$ cat config.mk
export PLATFORM = sky130hd
export DESIGN_NAME = spi_slave_with_ram
export DESIGN_NICKNAME = d
export VERILOG_FILES = /design/src/rtl/spi_ram_pkg.sv /design/src/rtl/spi_slave_core.sv /design/src/rtl/spi_slave_with_ram.sv
export SDC_FILE = /design/constraint.sdc
export NUM_CORES = 2
export LEC_CHECK = 0
export ABC_AREA = 1
export CAP_MARGIN = 20
export CORE_MARGIN = 8
export CORE_UTILIZATION = 40
export CTS_BUF_LIST = sky130_fd_sc_hd__clkbuf_8 sky130_fd_sc_hd__clkbuf_16
export CTS_CLUSTER_DIAMETER = 100
export DETAILED_ROUTE_END_ITERATION = 10
export MAX_ROUTING_LAYER = met4
export SYNTH_ARGS = -nofsm -noshare
export SYNTH_HDL_FRONTEND = slang
export SYNTH_SLANG_ARGS = --single-unit
export TNS_END_PERCENT = 5
$ cat constraint.sdc
create_clock -name clk -period 6.1 [get_ports clk]
set_input_delay 0.915 -clock clk [delete_from_list [all_inputs] [get_ports clk]]
set_output_delay 0.915 -clock clk [all_outputs]
set_load 0.02 [all_outputs]
$ cat src/rtl/spi_ram_pkg.sv
// spi_ram_pkg: shared state encoding, command codes and size defaults for the SPI RAM slave
package spi_ram_pkg;
  localparam int MEM_DEPTH_DEF = 256;
  localparam int ADDR_SIZE_DEF = 8;
  typedef enum logic [2:0] {
    IDLE      = 3'd0,
    CHK_CMD   = 3'd1,
    WRITE     = 3'd2,
    READ_ADD  = 3'd3,
    READ_DATA = 3'd4
  } state_t;
  typedef enum logic [1:0] {
    CMD_WR_ADDR = 2'b00,
    CMD_WR_DATA = 2'b01,
    CMD_RD_ADDR = 2'b10,
    CMD_RD_DATA = 2'b11
  } cmd_t;
endpackage

$ cat src/rtl/spi_slave_core.sv
// spi_slave_core: frame FSM, 10-bit receive shifter and MSB-first MISO serializer
module spi_slave_core
  import spi_ram_pkg::*;
(
  input  logic       clk,
  input  logic       rst_n,
  input  logic       ss_n,
  input  logic       mosi,
  input  logic       tx_valid,
  input  logic [7:0] tx_data,
  output logic       miso,
  output logic       rx_valid,
  output logic [9:0] rx_data
);
  state_t current_state, next_state;
  logic rd_addr_received;
  logic [3:0] bit_cnt, tx_cnt;
  logic [7:0] tx_sh;
  logic shifting, last_bit;
  assign shifting = !ss_n && current_state inside {WRITE, READ_ADD, READ_DATA} && bit_cnt < 4'd10;
  assign last_bit = shifting && bit_cnt == 4'd9;
  always_ff @(posedge clk or negedge rst_n)
    if (!rst_n) current_state <= IDLE;
    else current_state <= next_state;
  always_comb begin
    next_state = current_state;
    if (ss_n) next_state = IDLE;
    else if (current_state == IDLE) next_state = CHK_CMD;
    else if (current_state == CHK_CMD) next_state = !mosi ? WRITE : rd_addr_received ? READ_DATA : READ_ADD;
  end
  always_ff @(posedge clk or negedge rst_n)
    if (!rst_n) begin
      rx_data <= '0;
      rx_valid <= 1'b0;
      rd_addr_received <= 1'b0;
      bit_cnt <= '0;
      tx_cnt <= '0;
      tx_sh <= '0;
      miso <= 1'b0;
    end else begin
      rx_valid <= last_bit;
      if (ss_n) begin
        bit_cnt <= '0;
        tx_cnt <= '0;
        tx_sh <= '0;
        miso <= 1'b0;
      end else begin
        if (current_state == CHK_CMD) bit_cnt <= '0;
        else if (shifting) begin
          rx_data <= {rx_data[8:0], mosi};
          bit_cnt <= bit_cnt + 4'd1;
        end
        if (last_bit)
          rd_addr_received <= current_state == READ_ADD ? 1'b1 : current_state == READ_DATA ? 1'b0 : rd_addr_received;
        // tx_valid loads the byte; the remaining seven bits follow on successive edges
        if (tx_valid) begin
          miso <= tx_data[7];
          tx_sh <= {tx_data[6:0], 1'b0};
          tx_cnt <= 4'd7;
        end else if (tx_cnt != '0) begin
          miso <= tx_sh[7];
          tx_sh <= {tx_sh[6:0], 1'b0};
          tx_cnt <= tx_cnt - 4'd1;
        end else miso <= 1'b0;
      end
    end
endmodule

$ cat src/rtl/spi_slave_with_ram.sv
// spi_slave_with_ram: SPI slave front end with byte RAM and address registers
// Define RAM_CLR_EN to clear the whole RAM on reset; otherwise RAM contents survive reset.
module spi_slave_with_ram
  import spi_ram_pkg::*;
#(
  parameter int MEM_DEPTH = MEM_DEPTH_DEF,
  parameter int ADDR_SIZE = ADDR_SIZE_DEF
) (
  input  logic clk,
  input  logic rst_n,
  input  logic SS_n,
  input  logic MOSI,
  output logic MISO
);
  logic [7:0] mem [MEM_DEPTH];
  logic [ADDR_SIZE-1:0] wr_addr, rd_addr, rx_addr;
  logic [7:0] dout;
  logic tx_valid, rx_valid;
  logic [9:0] rx_data;
  cmd_t cmd;
  assign cmd = cmd_t'(rx_data[9:8]);
  assign rx_addr = ADDR_SIZE'(32'(rx_data[7:0]) % MEM_DEPTH);
  spi_slave_core inst1 (
    .clk     (clk),
    .rst_n   (rst_n),
    .ss_n    (SS_n),
    .mosi    (MOSI),
    .tx_valid(tx_valid),
    .tx_data (dout),
    .miso    (MISO),
    .rx_valid(rx_valid),
    .rx_data (rx_data)
  );
  always_ff @(posedge clk or negedge rst_n)
    if (!rst_n) begin
      wr_addr <= '0;
      rd_addr <= '0;
      dout <= '0;
      tx_valid <= 1'b0;
    end else begin
      tx_valid <= rx_valid && cmd == CMD_RD_DATA;
      if (rx_valid && cmd == CMD_WR_ADDR) wr_addr <= rx_addr;
      if (rx_valid && cmd == CMD_RD_ADDR) rd_addr <= rx_addr;
      if (rx_valid && cmd == CMD_RD_DATA) dout <= mem[rd_addr];
    end
`ifdef RAM_CLR_EN
  always_ff @(posedge clk or negedge rst_n)
    if (!rst_n) begin
      for (int i = 0; i < MEM_DEPTH; i++) mem[i] <= '0;
    end else if (rx_valid && cmd == CMD_WR_DATA) mem[wr_addr] <= rx_data[7:0];
`else
  always_ff @(posedge clk)
    if (rx_valid && cmd == CMD_WR_DATA) mem[wr_addr] <= rx_data[7:0];
`endif
endmodule

---- After elaboration in Yosys (flattened, before gate mapping) ----
Memories as Yosys holds them, arrays and structs flattened. A register that Yosys moved wholly into a read port is not among the register bits.
Cells that the tools add are included.
W data, S select, Z words.
storage, ports and cells
  register bits after elaboration ......... 49
  RAM bits ................................ 2,048
  input bits .............................. 4
  word-level logic and storage cells ...... 65
  memories ................................ 1
cells by class
  add/subtract/negate cells ............... 2
  $lt $le $gt $ge ......................... 1
  equality and inequality tests ........... 8
  mux-type cells .......................... 21
  bitwise operators ....................... 2
  reductions and logical operators ........ 19
memories
  name  depth  width  rd ports  clocked after Yosys merged registers in  wr ports  line                      text
  mem   256    8      1         1                                        1         spi_slave_with_ram.sv:15  logic [7:0] mem [MEM_DEPTH];
operators with widths
  cell                   count
  $mux W4                6
  $mux W8                3
  $mux W3                5
  $reduce_bool A3 Y1     4
  $logic_and A1 B1 Y1    7
  $mux W1                7
  $eq A3 B2 Y1 const B   2
  $reduce_and A3 Y1      2
  $add A4 B1 Y4 const B  1
  $eq A2 B2 Y1 const B   2
  $eq A4 B4 Y1 const B   1
  $lt A4 B4 Y1 const B   1
  $reduce_bool A4 Y1     1
  $sub A4 B1 Y4 const B  1
  $eq A3 B1 Y1 const B   1
  $eq A3 B3 Y1 const B   1
  $logic_not A3 Y1       1
  $eq A2 B1 Y1 const B   1
  $logic_not A1 Y1       2
  $logic_not A2 Y1       1
  $not A1 Y1             2
  $reduce_bool A2 Y1     1

---- Depth between registers and ports, before layout ----
  depth after elaboration ................. 7
  mapped depth ............................ 15
  gate-level depth less buffers ........... 11

---- Hierarchy ----
Synthesis repeated with hierarchy kept, for this count alone.
second synthesis, totals
  cell total of the unflattened synthesis .. 7,245
  area, all modules ....................... 85,567.1 um^2
modules (own cells, without submodules)
  module              instances  cells each  area each (um^2)  sequential area each (um^2)
  spi_slave_with_ram  1          7,071       84,048.1          62,124.6
  spi_slave_core      1          174         1,519.0           775.7

---- Worst setup path before layout ----
OpenSTA, ideal clock, no wires.
  kind .................................... reg2reg
  start point ............................. reg inst1.rx_data[0]
  end point ............................... mem mem[0][0] (data pin)
  arrival time ............................ 3.198 ns
  setup slack ............................. 2.096 ns
  cell stages (with the launch flop) ...... 1
  buffers on the path ..................... 0
  cells stage by stage .................... dfrtp_1
RTL lines
  what                      line                      text
  start: declaration        spi_slave_core.sv:13      output logic [9:0] rx_data
  start signal: assignment  spi_slave_core.sv:50      rx_data <= {rx_data[8:0], mosi};
  end: declaration          spi_slave_with_ram.sv:15
No word-level cell before the write port.

==> results.sh <==
export IMPL_status="completed"
export IMPL_crit_top_cell="nand3_1"
export IMPL_firstDrtPassIters=7
export IMPL_synth_area_top_cells="edfxtp_1 (72%), nand3_1 (12%), nand2_1 (9.4%)"
export IMPL_hold_viol_final=0
export IMPL_place_hpwl_mm=128
export IMPL_cts_tree="built"
export IMPL_period_minus_slack_ps=3750
export IMPL_ys_ff_latch=2104
export IMPL_drt_iter0_drc=6884
export IMPL_worstPathRequired_ps=6810
export IMPL_hp_class="in -> async"
export IMPL_synthCells=7217
export IMPL_die_w_um=478
export IMPL_drv_cap=0
export IMPL_yosysSeqAreaShare_pct=73.7
export IMPL_finalCritPeriodShare_pct=61.4
export IMPL_core_area_um2=212000
export IMPL_fin_setup_tns_ps=0
export IMPL_vias=55365
export IMPL_grt_pass1_wl_mm=347
export IMPL_synth_top_area_share_pct=72.1
export IMPL_clkSinkCount=2104
export IMPL_root_buffer="clkbuf_16"
export IMPL_synth_nets=7224
export IMPL_stdcell_count=10044
export IMPL_ctsResizeCount=0
export IMPL_cp_start_kind="register"
export IMPL_clk_latency_ps=850
export IMPL_synth_cell_types=25
export IMPL_ios=5
export IMPL_path_clk_slew_ps=60
export IMPL_slew_viol_final=0
export IMPL_arrival_ps=4460
export IMPL_die_y_um=478
export IMPL_grt_max_degree=203
export IMPL_viasPerCell=5.51
export IMPL_power_leakage_nw=32.7
export IMPL_grt_pass1_vias=52914
export IMPL_gp_congestion=0.877
export IMPL_ctsHoldBuffers=0
export IMPL_dieArea_um2=228000
export IMPL_crit_slowest_cell="inv_8"
export IMPL_synth_edf_count=2048
export IMPL_cp_max_fo=118
export IMPL_crit_family="simple AND/OR/NAND/NOR gates"
export IMPL_synth_common_cells="nand2_1 (2143), nand3_1 (2063), edfxtp_1 (2048)"
export IMPL_nNetsFinal=7048
export IMPL_drc=0
export IMPL_drive_gt1_share_pct=6.01
export IMPL_synthArstFlopShare_pct=2.66
export IMPL_clk_path_buf_depth=3
export IMPL_yosysWarnings=0
export IMPL_avgSynthCellArea_um2=11.8
export IMPL_area_growth_pct=10.9
export IMPL_setup_viol=0
export IMPL_synthFlopType="edfxtp_1"
export IMPL_ant_nets=0
export IMPL_post_place_cells=9650
export IMPL_cts_setup_buffers=0
export IMPL_maxSlewHeadroom_pct=22.7
export IMPL_finClkSkew_ps=34.2
export IMPL_initial_core_util_pct=40.2
export IMPL_critPathKind="reg -> reg"
export IMPL_worst_path_buf_inv=2
export IMPL_numCtsBuffers=209
export IMPL_powerDensity_nw_per_um2=340
export IMPL_grt_use_total_pct=20.4
export IMPL_rsz0062_at_grt="no"
export IMPL_rows=169
export IMPL_crit_path_cell_trace="inv_8 > buf_4 > nand3_1 > nand3_1 > nand3_1 > nand3_1 > nand3_1 > nand3_1 > nand3_1 > nand3_1 > nand2_1"
export IMPL_ff2ff_setup_slack_ps=2350
export IMPL_wl_per_cell_um=23.3
export IMPL_max_freq_mhz=267
export IMPL_synth_most_common_cell="nand2_1"
export IMPL_postRouteWirelength_mm=234
export IMPL_end_kind="register"
export IMPL_worst_pin_slew_ps=1160
export IMPL_portBuffers=4
export IMPL_antenna_found_initial=3
export IMPL_synth_top_area_cell="edfxtp_1"
export IMPL_vdd_ir_drop_max_v=0.000287
export IMPL_synth_area_um2=85300
export IMPL_cp_slowest_stage_delay_ps=750
export IMPL_cts_max_level=4
export IMPL_overflow=0
==> final cells by class <==
cell class / count / area (um^2)
Clock inverter: 177 / 1530
Tap cell: 2821 / 3530
Sequential cell: 2104 / 62900
Multi-Input combinational cell: 4558 / 19800
Inverter: 68 / 289
Antenna cell: 2 / 5.00
Clock buffer: 214 / 5360
Timing Repair Buffer: 100 / 1110
Fill cell: 19070 / 117000
==> metal layers <==
metal / vias to the layer above / part of all wire, % / track usage (%)
met5: - / 0 / -
met4: 0 / 3.1 / 6.55
met3: 410 / 8.1 / 3.62
met2: 2346 / 47 / 31.8
met1: 27362 / 42 / 27.3
li1: 25247 / - / -
==> placed cells by master, fill, tap and decap left out, types with 32 or more instances in the layout <==
cell	count
buf_4	64
nand2_1	2129
nand3_1	2063
inv_1	105
clkinv_2	53
dfrtp_1	43
edfxtp_1	2048
o21ai_0	32
clkinv_1	45
clkbuf_16	214
nor2_1	298
==> stage by stage <==
stage	total power, mW	area (um^2)	util [%]	setup slack (ps)	hold slack, ps
6_report	32.2	94600	44.6	2350	198
5_1_grt	33.0	94600	44.6	2240	230
4_1_cts	32.4	94600	44.6	2370	177
3_5_place_dp	19.6	87700	41.4	2410	482
3_3_place_gp	19.6	87700	41.3	2440	470
2_1_floorplan	18.7	85300	-	2100	450
==> cell families (layout without fill, tap and decap cells) <==
family                     after synthesis  count (layout)  share of synthesized area, %
other                                    0               2                             0
AOI/OAI and AO/OA                       44              44                         0.273
and+or+nand+nor                       4510            4510                          22.9
xor gates and xnor gates                 1               1                        0.0103
DFF                                   2104            2104                          73.7
buffers and inverters                  555             559                          3.07
adders and majority gates                3               3                        0.0440
==> registers in the layout, summed over array words and instances (netlist names), 3 cells and up <==
signal / count
inst1.tx_sh: 7
inst1.tx_cnt: 4
wr_addr: 8
inst1.current_state: 3
inst1.bit_cnt: 4
mem: 2048
dout: 8
rd_addr: 8
inst1.rx_data: 10
==> path summary, 6_finish.rpt <==
path / start / end / cells past startpoint
min in group clk: inst1.tx_sh[5] / inst1.tx_sh[5] / 2
worst min-delay path: rst_n / inst1.bit_cnt[2] / 2
max in group asynchronous: rst_n / rd_addr[0] / 2
worst min register to register: inst1.tx_sh[5] / inst1.tx_sh[5] / 2
worst max register to register: rd_addr[1] / dout[0] / 11
worst max-delay path: rd_addr[1] / dout[0] / 11
==> worst register-to-register path: stages (launching register included) <==
cell and delay (ps):
dfrtp_4 680, inv_8 790, buf_4 660, nand3_1 240, nand3_1 170, nand3_1 150, nand3_1 190, nand3_1 90
nand3_1 110, nand3_1 270, nand3_1 210, nand2_1 80
==> where the power goes <==
| part | leakage [nW] | internal (mW) | total [mW] | switching (mW) |
|---|---|---|---|---|
| sequential | 19.6 | 17.3 | 17.6 | 0.342 |
| combinational | 9.54 | 0.128 | 1.66 | 1.53 |
| clock | 3.56 | 7.41 | 12.9 | 5.50 |
| total | 32.7 | 24.8 | 32.2 | 7.37 |
(Power assumes the default switching activity.)
